**config.mk**
```make
export PLATFORM = sky130hd
export DESIGN_NAME = spi_host_ctrl
export DESIGN_NICKNAME = d
export VERILOG_FILES = /design/src/rtl/spi_pkg.sv /design/src/rtl/spi_fifo.sv /design/src/rtl/spi_host_ctrl.sv
export SDC_FILE = /design/constraint.sdc
export NUM_CORES = 1
export LEC_CHECK = 0
export ABC_AREA = 1
export CAP_MARGIN = 20
export CORE_ASPECT_RATIO = 2
export CORE_MARGIN = 2
export CORE_UTILIZATION = 55
export CTS_BUF_LIST = sky130_fd_sc_hd__clkbuf_16
export CTS_CLUSTER_SIZE = 16
export DETAILED_ROUTE_END_ITERATION = 16
export HOLD_SLACK_MARGIN = 0.1
export PLACE_DENSITY_LB_ADDON = 0.12
export SYNTH_ARGS = -nofsm -noshare
export SYNTH_HDL_FRONTEND = slang
export SYNTH_HIERARCHICAL = 1
export SYNTH_SLANG_ARGS = --single-unit
```
**constraint.sdc**
```tcl
create_clock -name clock -period 2.6 [get_ports clock]
set_clock_uncertainty 0.1 [all_clocks]
set_input_delay 0.52 -clock clock [delete_from_list [all_inputs] [get_ports clock]]
set_output_delay 0.52 -clock clock [all_outputs]
set_load 0.01 [all_outputs]
```
**src/rtl/spi_pkg.sv**
```systemverilog
// rtl/spi_pkg.sv - register map, STATUS/CTRL bit positions and FSM encoding for spi_host_ctrl
package spi_pkg;

    localparam logic [1:0] ADDR_DATA   = 2'd0;
    localparam logic [1:0] ADDR_STATUS = 2'd1;
    localparam logic [1:0] ADDR_CTRL   = 2'd2;
    localparam logic [1:0] ADDR_CLKDIV = 2'd3;

    localparam int STAT_TX_FULL  = 0;
    localparam int STAT_TX_EMPTY = 1;
    localparam int STAT_RX_FULL  = 2;
    localparam int STAT_RX_EMPTY = 3;
    localparam int STAT_ACTIVE   = 4;
    localparam int STAT_TX_OVF   = 5;
    localparam int STAT_RX_OVF   = 6;

    localparam int CTRL_CPOL    = 0;
    localparam int CTRL_CPHA    = 1;
    localparam int CTRL_IRQ_EN  = 2;
    localparam int CTRL_SLV_LSB = 4;

    typedef enum logic [1:0] {
        ST_IDLE      = 2'd0,
        ST_LAUNCH    = 2'd1,
        ST_WAIT_BUSY = 2'd2,
        ST_WAIT_DONE = 2'd3
    } state_t;

endpackage

```
**src/rtl/spi_fifo.sv**
```systemverilog
// rtl/spi_fifo.sv - synchronous FIFO; a push into a full FIFO is accepted when a pop happens the same cycle
module spi_fifo #(
    parameter int WIDTH = 8,
    parameter int DEPTH = 4
) (
    input  logic             clock,
    input  logic             reset_n,
    input  logic             push,
    input  logic [WIDTH-1:0] push_data,
    input  logic             pop,
    output logic [WIDTH-1:0] head,
    output logic             full,
    output logic             empty
);

    localparam int AW = $clog2(DEPTH);
    localparam logic [AW:0] DEPTH_CNT = (AW + 1)'(DEPTH);

    logic [WIDTH-1:0] mem [DEPTH];
    logic [AW-1:0]    wr_ptr;
    logic [AW-1:0]    rd_ptr;
    logic [AW:0]      count;
    logic             do_push;
    logic             do_pop;

    assign full    = (count == DEPTH_CNT);
    assign empty   = (count == '0);
    assign do_pop  = pop && !empty;
    assign do_push = push && (!full || do_pop);
    assign head    = mem[rd_ptr];

    always_ff @(posedge clock or negedge reset_n) begin
        if (!reset_n) begin
            wr_ptr <= '0;
            rd_ptr <= '0;
            count  <= '0;
        end else begin
            if (do_push) wr_ptr <= wr_ptr + 1'b1;
            if (do_pop)  rd_ptr <= rd_ptr + 1'b1;
            case ({do_push, do_pop})
                2'b10:   count <= count + 1'b1;
                2'b01:   count <= count - 1'b1;
                default: count <= count;
            endcase
        end
    end

    // Storage needs no reset: entries are only visible through count.
    always_ff @(posedge clock) begin
        if (do_push) mem[wr_ptr] <= push_data;
    end

endmodule

```
**src/rtl/spi_host_ctrl.sv**
```systemverilog
// rtl/spi_host_ctrl.sv - register front end feeding an SPI core through TX/RX FIFOs; SPI_IRQ_EN enables irq
module spi_host_ctrl
    import spi_pkg::*;
#(
    parameter int D_WIDTH    = 8,
    parameter int FIFO_DEPTH = 4,
    parameter int SLAVES     = 1
) (
    input  logic               clock,
    input  logic               reset_n,
    input  logic               wr_en,
    input  logic               rd_en,
    input  logic [1:0]         addr,
    input  logic [D_WIDTH-1:0] wdata,
    output logic [D_WIDTH-1:0] rdata,
    output logic               core_enable,
    output logic               core_cpol,
    output logic               core_cpha,
    output logic               core_cont,
    output logic [7:0]         core_clk_div,
    output logic [7:0]         core_addr,
    output logic [D_WIDTH-1:0] core_tx_data,
    input  logic               core_busy,
    input  logic [D_WIDTH-1:0] core_rx_data,
    output logic               irq
);

    if (SLAVES < 1 || SLAVES > 16 || D_WIDTH < 8 || FIFO_DEPTH < 2 ||
        (FIFO_DEPTH & (FIFO_DEPTH - 1)) != 0) begin : g_bad_params
        $error("spi_host_ctrl: illegal parameter combination");
    end

    state_t             state;
    state_t             state_nxt;
    logic               tx_pop;
    logic               rx_push;
    logic               tx_full, tx_empty, rx_full, rx_empty;
    logic [D_WIDTH-1:0] tx_head, rx_head;
    logic               tx_ovf, rx_ovf;
    logic               ctrl_cpol, ctrl_cpha, irq_en_rd;
    logic [3:0]         ctrl_slave;
    logic [7:0]         clk_div;
    logic               wr_data, rd_data, wr_status;
    logic               tx_ovf_evt, rx_ovf_evt;
    logic [D_WIDTH-1:0] rd_mux;

    assign wr_data   = wr_en && (addr == ADDR_DATA);
    assign rd_data   = rd_en && (addr == ADDR_DATA);
    assign wr_status = wr_en && (addr == ADDR_STATUS);

    spi_fifo #(.WIDTH(D_WIDTH), .DEPTH(FIFO_DEPTH)) u_tx_fifo (
        .clock     (clock),
        .reset_n   (reset_n),
        .push      (wr_data),
        .push_data (wdata),
        .pop       (tx_pop),
        .head      (tx_head),
        .full      (tx_full),
        .empty     (tx_empty)
    );

    spi_fifo #(.WIDTH(D_WIDTH), .DEPTH(FIFO_DEPTH)) u_rx_fifo (
        .clock     (clock),
        .reset_n   (reset_n),
        .push      (rx_push),
        .push_data (core_rx_data),
        .pop       (rd_data),
        .head      (rx_head),
        .full      (rx_full),
        .empty     (rx_empty)
    );

    // A same-cycle pop frees the slot, so only an unrelieved full FIFO overflows.
    assign tx_ovf_evt = wr_data && tx_full && !tx_pop;
    assign rx_ovf_evt = rx_push && rx_full && !rd_data;

    always_ff @(posedge clock or negedge reset_n) begin
        if (!reset_n) state <= ST_IDLE;
        else          state <= state_nxt;
    end

    always_comb begin
        state_nxt   = state;
        core_enable = 1'b0;
        tx_pop      = 1'b0;
        rx_push     = 1'b0;
        case (state)
            ST_IDLE: begin
                if (!tx_empty && !core_busy) state_nxt = ST_LAUNCH;
            end
            ST_LAUNCH: begin
                core_enable = 1'b1;
                tx_pop      = 1'b1;
                state_nxt   = ST_WAIT_BUSY;
            end
            ST_WAIT_BUSY: begin
                if (core_busy) state_nxt = ST_WAIT_DONE;
            end
            ST_WAIT_DONE: begin
                if (!core_busy) begin
                    rx_push   = 1'b1;
                    state_nxt = ST_IDLE;
                end
            end
            default: state_nxt = ST_IDLE;
        endcase
    end

    assign core_tx_data = tx_head;
    assign core_cpol    = ctrl_cpol;
    assign core_cpha    = ctrl_cpha;
    assign core_cont    = 1'b0;
    assign core_clk_div = clk_div;
    assign core_addr    = {4'b0000, ctrl_slave};

    always_ff @(posedge clock or negedge reset_n) begin
        if (!reset_n) begin
            ctrl_cpol  <= 1'b0;
            ctrl_cpha  <= 1'b0;
            ctrl_slave <= 4'd0;
            clk_div    <= 8'd0;
        end else if (wr_en) begin
            if (addr == ADDR_CTRL) begin
                ctrl_cpol  <= wdata[CTRL_CPOL];
                ctrl_cpha  <= wdata[CTRL_CPHA];
                ctrl_slave <= wdata[CTRL_SLV_LSB +: 4];
            end
            if (addr == ADDR_CLKDIV) clk_div <= wdata[7:0];
        end
    end

    // Clear-on-write first, so a new overflow in the same cycle still sticks.
    always_ff @(posedge clock or negedge reset_n) begin
        if (!reset_n) begin
            tx_ovf <= 1'b0;
            rx_ovf <= 1'b0;
        end else begin
            if (wr_status) begin
                tx_ovf <= 1'b0;
                rx_ovf <= 1'b0;
            end
            if (tx_ovf_evt) tx_ovf <= 1'b1;
            if (rx_ovf_evt) rx_ovf <= 1'b1;
        end
    end

`ifdef SPI_IRQ_EN
    logic ctrl_irq_en;

    always_ff @(posedge clock or negedge reset_n) begin
        if (!reset_n)                       ctrl_irq_en <= 1'b0;
        else if (wr_en && addr == ADDR_CTRL) ctrl_irq_en <= wdata[CTRL_IRQ_EN];
    end

    always_ff @(posedge clock or negedge reset_n) begin
        if (!reset_n) irq <= 1'b0;
        else          irq <= (ctrl_irq_en && !rx_empty) || tx_ovf || rx_ovf;
    end

    assign irq_en_rd = ctrl_irq_en;
`else
    assign irq       = 1'b0;
    assign irq_en_rd = 1'b0;
`endif

    always_comb begin
        rd_mux = '0;
        case (addr)
            ADDR_DATA: begin
                if (!rx_empty) rd_mux = rx_head;
            end
            ADDR_STATUS: begin
                rd_mux[STAT_TX_FULL]  = tx_full;
                rd_mux[STAT_TX_EMPTY] = tx_empty;
                rd_mux[STAT_RX_FULL]  = rx_full;
                rd_mux[STAT_RX_EMPTY] = rx_empty;
                rd_mux[STAT_ACTIVE]   = (state != ST_IDLE);
                rd_mux[STAT_TX_OVF]   = tx_ovf;
                rd_mux[STAT_RX_OVF]   = rx_ovf;
            end
            ADDR_CTRL: begin
                rd_mux[CTRL_CPOL]            = ctrl_cpol;
                rd_mux[CTRL_CPHA]            = ctrl_cpha;
                rd_mux[CTRL_IRQ_EN]          = irq_en_rd;
                rd_mux[CTRL_SLV_LSB +: 4]    = ctrl_slave;
            end
            default: rd_mux[7:0] = clk_div;
        endcase
    end

    always_ff @(posedge clock or negedge reset_n) begin
        if (!reset_n)   rdata <= '0;
        else if (rd_en) rdata <= rd_mux;
    end

endmodule

```
# ---- Word level (Yosys, flattened, before mapping)
# Memories as Yosys holds them, arrays and structs flattened.
# Index checks and enable logic that the tools add are counted.
dict set report totals {
  ff_bits 40
  mem_bits_rw 64
  in_bits 23
  memories 2
}
dict set report classes {
  n_addsub 8
  n_eq_ne 15
  muxes 21
  reduce_logical 33
}
# name words width read_ports rd_clocked_by_memory_dff write_ports line
set mem_list {}
lappend mem_list {u_rx_fifo.mem 4 8 1 0 1 spi_fifo.sv:19} ;# logic [WIDTH-1:0] mem [DEPTH];
lappend mem_list {u_tx_fifo.mem 4 8 1 0 1 spi_fifo.sv:19}
# cell count
set op_table {}
lappend op_table {{$pmux 3 s3} 2}
lappend op_table {{$eq 2x2->1 const B} 6}
lappend op_table {{$logic_and 1x1->1} 12}
lappend op_table {{$pmux 3 s2} 2}
lappend op_table {{$mux 1} 10}
lappend op_table {{$reduce_bool 2->1} 5}
lappend op_table {{$add 2x1->2 const B} 4}
lappend op_table {{$eq 2x1->1 const B} 4}
lappend op_table {{$mux 8} 1}
lappend op_table {{$pmux 2 s4} 1}
lappend op_table {{$logic_not 1->1} 7}
lappend op_table {{$add 3x1->3 const B} 2}
lappend op_table {{$eq 3x3->1 const B} 2}
lappend op_table {{$logic_not 3->1} 2}
lappend op_table {{$mux 2} 3}
lappend op_table {{$ne 2x2->1 const B} 3}
lappend op_table {{$pmux 1 s3} 2}
lappend op_table {{$sub 3x1->3 const B} 2}
lappend op_table {{$logic_not 2->1} 2}
lappend op_table {{$reduce_and 2->1} 2}
lappend op_table {{$reduce_and 3->1} 1}
lappend op_table {{$logic_or 1x1->1} 2}

# ---- Logic depth before layout (Yosys ltp)
# Gate-level depths: netlist of the first run.
dict set report logic_depth {
  ltp_word 7
  mapped_depth 13
  ltp_nobuf 13
}

# ---- Cells and area by module
# The synthesis of the first run kept the hierarchy.
# mod n_inst cells_each area_per_inst_um2 seq_area_each_um2
set by_module_without_submodules {}
lappend by_module_without_submodules {{spi_fifo at u_tx_fifo} 1 148 1715.4 1136.1}
lappend by_module_without_submodules {{spi_fifo at u_rx_fifo} 1 133 1649.1 1136.1}
lappend by_module_without_submodules {spi_host_ctrl 1 195 1515.2 650.6}

# ---- Worst setup path after synthesis of the first run
# OpenSTA, ideal clock, no wires.
dict set report synth_timing {
  path_kind {input-to-reg}
  from {in addr[1]}
  to {reg u_tx_fifo.count[1]}
  setup_time_ns 0.083
  arrival_time_ns 1.963
  required_ns 2.417
  setup_slack_ns 0.454
  cell_stages 9
  n_path_buf 1
  cell_sequence {buf_6 -> inv_4 -> nand2_1 -> nor2_1 -> nand2_4 -> ha_1 -> inv_1 -> fa_1 -> o21ai_0}
}
dict set report synth_via {
  elab_chain_len 5
  word_cells_on_any_way 7
  classes_between {eq/ne: 2; mux: 1; reduce/logical: 4}
}
# element line
set synth_rtl {}
lappend synth_rtl {{start: declaration} spi_host_ctrl.sv:13} ;# input logic [1:0] addr,
lappend synth_rtl {{$logic_not 2->1 (*)} spi_host_ctrl.sv:47} ;# assign wr_data = wr_en && (addr == ADDR_DATA);
lappend synth_rtl {{$logic_and 1x1->1 (*)} spi_host_ctrl.sv:47}
lappend synth_rtl {{named net wr_data} spi_host_ctrl.sv:43} ;# logic wr_data, rd_data, wr_status;
lappend synth_rtl {{$logic_and 1x1->1 (*)} spi_fifo.sv:29} ;# assign do_push = push && (!full || do_pop);
lappend synth_rtl {{$eq 2x1->1 / $eq 2x2->1 (equally long branches)} spi_fifo.sv:40} ;# case ({do_push, do_pop})
lappend synth_rtl {{$pmux 3 s2 / $reduce_bool 2->1 (equally long branches)} --}
lappend synth_rtl {{end signal: assignment} spi_fifo.sv:41} ;# 2'b10: count <= count + 1'b1;
lappend synth_rtl {{end signal: assignment} spi_fifo.sv:42} ;# 2'b01: count <= count - 1'b1;
lappend synth_rtl {{end signal: assignment} spi_fifo.sv:43} ;# default: count <= count;
lappend synth_rtl {{end: declaration} spi_fifo.sv:22} ;# logic [AW:0] count;
# Mark *: on every way through the listed nets, which the timed path passes. The rest lies on a longest branch.
# A chain may end at the register's enable or synchronous reset.

# ---- Worst setup path after layout of the first run
dict set report layout_timing {
  from {reg u_tx_fifo.rd_ptr[0]}
  to {out core_tx_data[6]}
}
dict set report layout_via {
  elab_chain_len 1
}
# element line
set layout_rtl {}
lappend layout_rtl {{start: declaration} spi_fifo.sv:21} ;# logic [AW-1:0] rd_ptr;
lappend layout_rtl {{start signal: assignment} spi_fifo.sv:39} ;# if (do_pop) rd_ptr <= rd_ptr + 1'b1;
lappend layout_rtl {{$mem_v2 4x8} --}
lappend layout_rtl {{end: declaration} spi_host_ctrl.sv:22} ;# output logic [D_WIDTH-1:0] core_tx_data,
# No other way between the ends.

==> out/results.txt, run 1 <==
max_slew headroom: 0.573
Site Rows: 48
clk_lat worst skew: 0.34 ns
Die ar.: 0.00969 mm^2
startpoint class of the critical path: register
XOR/XNOR Fraction of Synth Area: 0.00538
post-cts gate resize count: 0
Worst EP arrival: 1.82 ns
root buf cell: clkbuf_16
CTS tree: built
post-synth top area share: 0.394
CP max FO: 19
Synth Area per Inst: 10.3 um^2
period utilization: 0.939
I/O Buffers: 53
clock-pin slew of the registers on the worst-case setup and hold paths: 0.07 ns
final worst slack: 0.158 ns
Distinct cells, synth: 36
crit end category: primary output
status: finished, final reports clean
Chip Height: 137 um
Antenna Cells: 0
Peak Freq: 410 MHz
CP max stage delay: 0.55 ns
via count of the first global-routing pass: 3395
worst-margin pin slew: 0.640 ns
cells after synthesis: 476
CTS Buffer Depth: 2
post-synthesis compound-gate area fraction: 0.0890
global-route wire length before repair: 16400 um
fin. max-slew vios: 0
gr usage total: 0.223
Routed WL: 10000 um
hpwl dp: 7700 um
Fill cells: 719
RSZ-0062 raised after global routing: false
Final nets: 586
final hold violations: 0
slowest CP cell: clkdlybuf4s50_1
total number of H-tree levels: 3
area share of and/or/nand/nor cells after synthesis: 0.183
via count: 3380
crit path kind: reg -> out
R2R setup slack: 0.36 ns
Yosys reg bits: 104
Total Power: 5670 uW
routability congestion estimate from global placement: 0.826
Core Footprint: 0.00865 mm^2
largest family of logic cells by synthesized area: simple AND/OR/NAND/NOR gates
Ports: 60
Iteration-0 DRC Markers: 285
Via density: 5.18
DRC: 0
Cell Chain, Critical Path: buf_4, inv_8, o21ai_0, o21ai_1, clkdlybuf4s50_1
routed len/inst: 15.4 um
total congestion overflow: 0
final setup vio count: 0
Area after DPL: 0.00554 mm^2
top cell type by total area after synthesis: edfxtp_1
mux cell area share after synthesis: 0
Initial DRT Pass Iterations: 4
peak supply drop: 0.000989 V
Seq/Total Area, Yosys: 0.599
ratio of cells with drive above 1 in the final layout: 0.139
initial antenna violation count: 0
largest net degree at the start of global routing: 28
critical path required time: 1.98 ns
die width: 70.6 um
P&R area growth vs syn: 19.9%
cts bufs inserted: 9
Synth Warn #: 6
hold buffer count at CTS: 0
Lkg Pwr: 0.00252 uW
postcts setup bufs: 0
Tmin final: 2.44 ns
power density cells: 969 mW/mm^2
dpl ws: -0.0324 ns
Final ANT Viol Nets: 0
Synth Cell Area: 0.00488 mm^2
Hold Crit Class: in -> async
FF-to-FF path depth: 12
initial core utilization: 0.564
max_cap viols: 0
ranking of synthesized cells by area: edfxtp_1 39%, dfrtp_1 21%, nand2_1 6.8%
clk sink count: 104
Synth Area in Adders: 0.0441
Post-Route Setup TNS: 0 ns
post-route cell area: 0.00585 mm^2
[registers in the layout, summed over array words and instances (netlist names)]
signal	cells
u_tx_fifo/wr_ptr	2
u_tx_fifo/rd_ptr	2
tx_ovf	1
u_rx_fifo/wr_ptr	2
core_cpol	1
core_clk_div	8
u_rx_fifo/mem	32
state	2
core_cpha	1
u_rx_fifo/rd_ptr	2
rx_ovf	1
rdata	8
u_tx_fifo/count	3
ctrl_slave	4
u_tx_fifo/mem	32
u_rx_fifo/count	3
[logic make-up after synthesis]
logic type | count (synthesis)
and+or+nand+nor | 205
DFF | 104
buffers and inverters | 74
AOI/OAI and AO/OA | 73
adders and majority gates | 16
xor gates and xnor gates | 3
other | 1
[synth_stat cells]
cell type  number
nand3_2         2
inv_8           1
a21oi_1         2
dfrtp_1        40
o21ai_2        12
o21ai_0        30
nor3_1          2
buf_2           3
buf_8           2
nand3b_2        1
inv_4           2
xor2_1          2
o21ai_1        19
ha_1           14
buf_4           8
conb_1          1
clkbuf_1        1
nand2_2         5
nor2_2          5
o21ai_4         1
buf_6           5
nand2_1        88
xnor2_1         1
inv_2           4
nand2_4         3
nand3b_1        1
nor2_4          1
nand4_1         2
o21a_1          1
edfxtp_1       64
fa_1            2
nand3_1        26
nor2_1         67
o22ai_1         8
or2_2           2
inv_1          48
[metrics by stage]
| stage | util | std cells | hold slack, ns |
|---|---|---|---|
| 2_1_floorplan | - | 481 | 0.124 |
| 3_3_place_gp | 0.641 | 636 | 0.372 |
| 3_5_place_dp | 0.641 | 636 | 0.378 |
| 4_1_cts | 0.677 | 652 | 0.112 |
| 5_1_grt | 0.677 | 652 | 0.126 |
| 6_report | 0.677 | 652 | 0.0962 |
[area by class of cell]
type | instances | area (um^2) | area share
Sequential cell | 104 | 2920 | 0.499
Tap cell | 100 | 125 | 0.0214
Multi-Input combinational cell | 303 | 1590 | 0.272
Inverter | 55 | 219 | 0.0374
Clock inverter | 7 | 85.1 | 0.0145
Clock buffer | 9 | 225 | 0.0385
Timing Repair Buffer | 74 | 683 | 0.117
[worst max-delay path: cells and delay by family, from the launching register on]
family | cells | cell delay, ns
compound gates | 2 | 0.23
flops | 1 | 0.36
buf+inv | 3 | 0.89
[power by group]
part	leakage [uW]	switching, uW	total [uW]	internal [uW]
Sequential	0.00107	254	2280	2030
Clock	0.000146	618	1380	766
Combinational	0.00130	1160	2000	845
[layout by cell type, fill, tap and decap left out, types with 3 or more instances in the layout]
| cell | n |
|---|---|
| o21ai_2 | 12 |
| inv_2 | 4 |
| edfxtp_1 | 64 |
| inv_8 | 3 |
| ha_1 | 14 |
| o22ai_1 | 8 |
| clkdlybuf4s50_1 | 52 |
| conb_1 | 6 |
| nand3_1 | 26 |
| nand2_2 | 5 |
| nand2_1 | 88 |
| buf_4 | 21 |
| nand2_4 | 3 |
| dfrtp_1 | 40 |
| clkbuf_16 | 9 |
| nor2_2 | 5 |
| o21ai_0 | 30 |
| o21ai_1 | 19 |
| nor2_1 | 67 |
| inv_1 | 48 |
[metal layers]
| layer | wire length (um) | GRT usage | part of all wire |
|---|---|---|---|
| met5 | 0 | 0 | 0 |
| met2 | 5960 | 0.437 | 0.60 |
| met4 | 283 | 0.104 | 0.028 |
| met3 | 239 | 0.0358 | 0.024 |
| met1 | 3530 | 0.225 | 0.35 |
[worst paths after layout]
check	start	to
max in group asynchronous	reset_n	rdata[4]$_DFFE_PN0P_
max reg2reg	state[1]$_DFFE_PN0P_	u_tx_fifo/count[2]$_DFFE_PN0P_
min in group clock	rdata[5]$_DFFE_PN0P_	rdata[5]$_DFFE_PN0P_
max	u_tx_fifo/rd_ptr[0]$_DFFE_PN0P_	core_tx_data[6]
min	reset_n	core_clk_div[1]$_DFFE_PN0P_
min reg2reg	rdata[5]$_DFFE_PN0P_	rdata[5]$_DFFE_PN0P_
Power figures use the tool's default switching activity.
==> inputs of run 2 (changes only) <==
CTS_CLUSTER_DIAMETER = 30   (was not set)
==> results of run 2 <==
No change in the layout: final DEF, timing and power equal those of run 1.
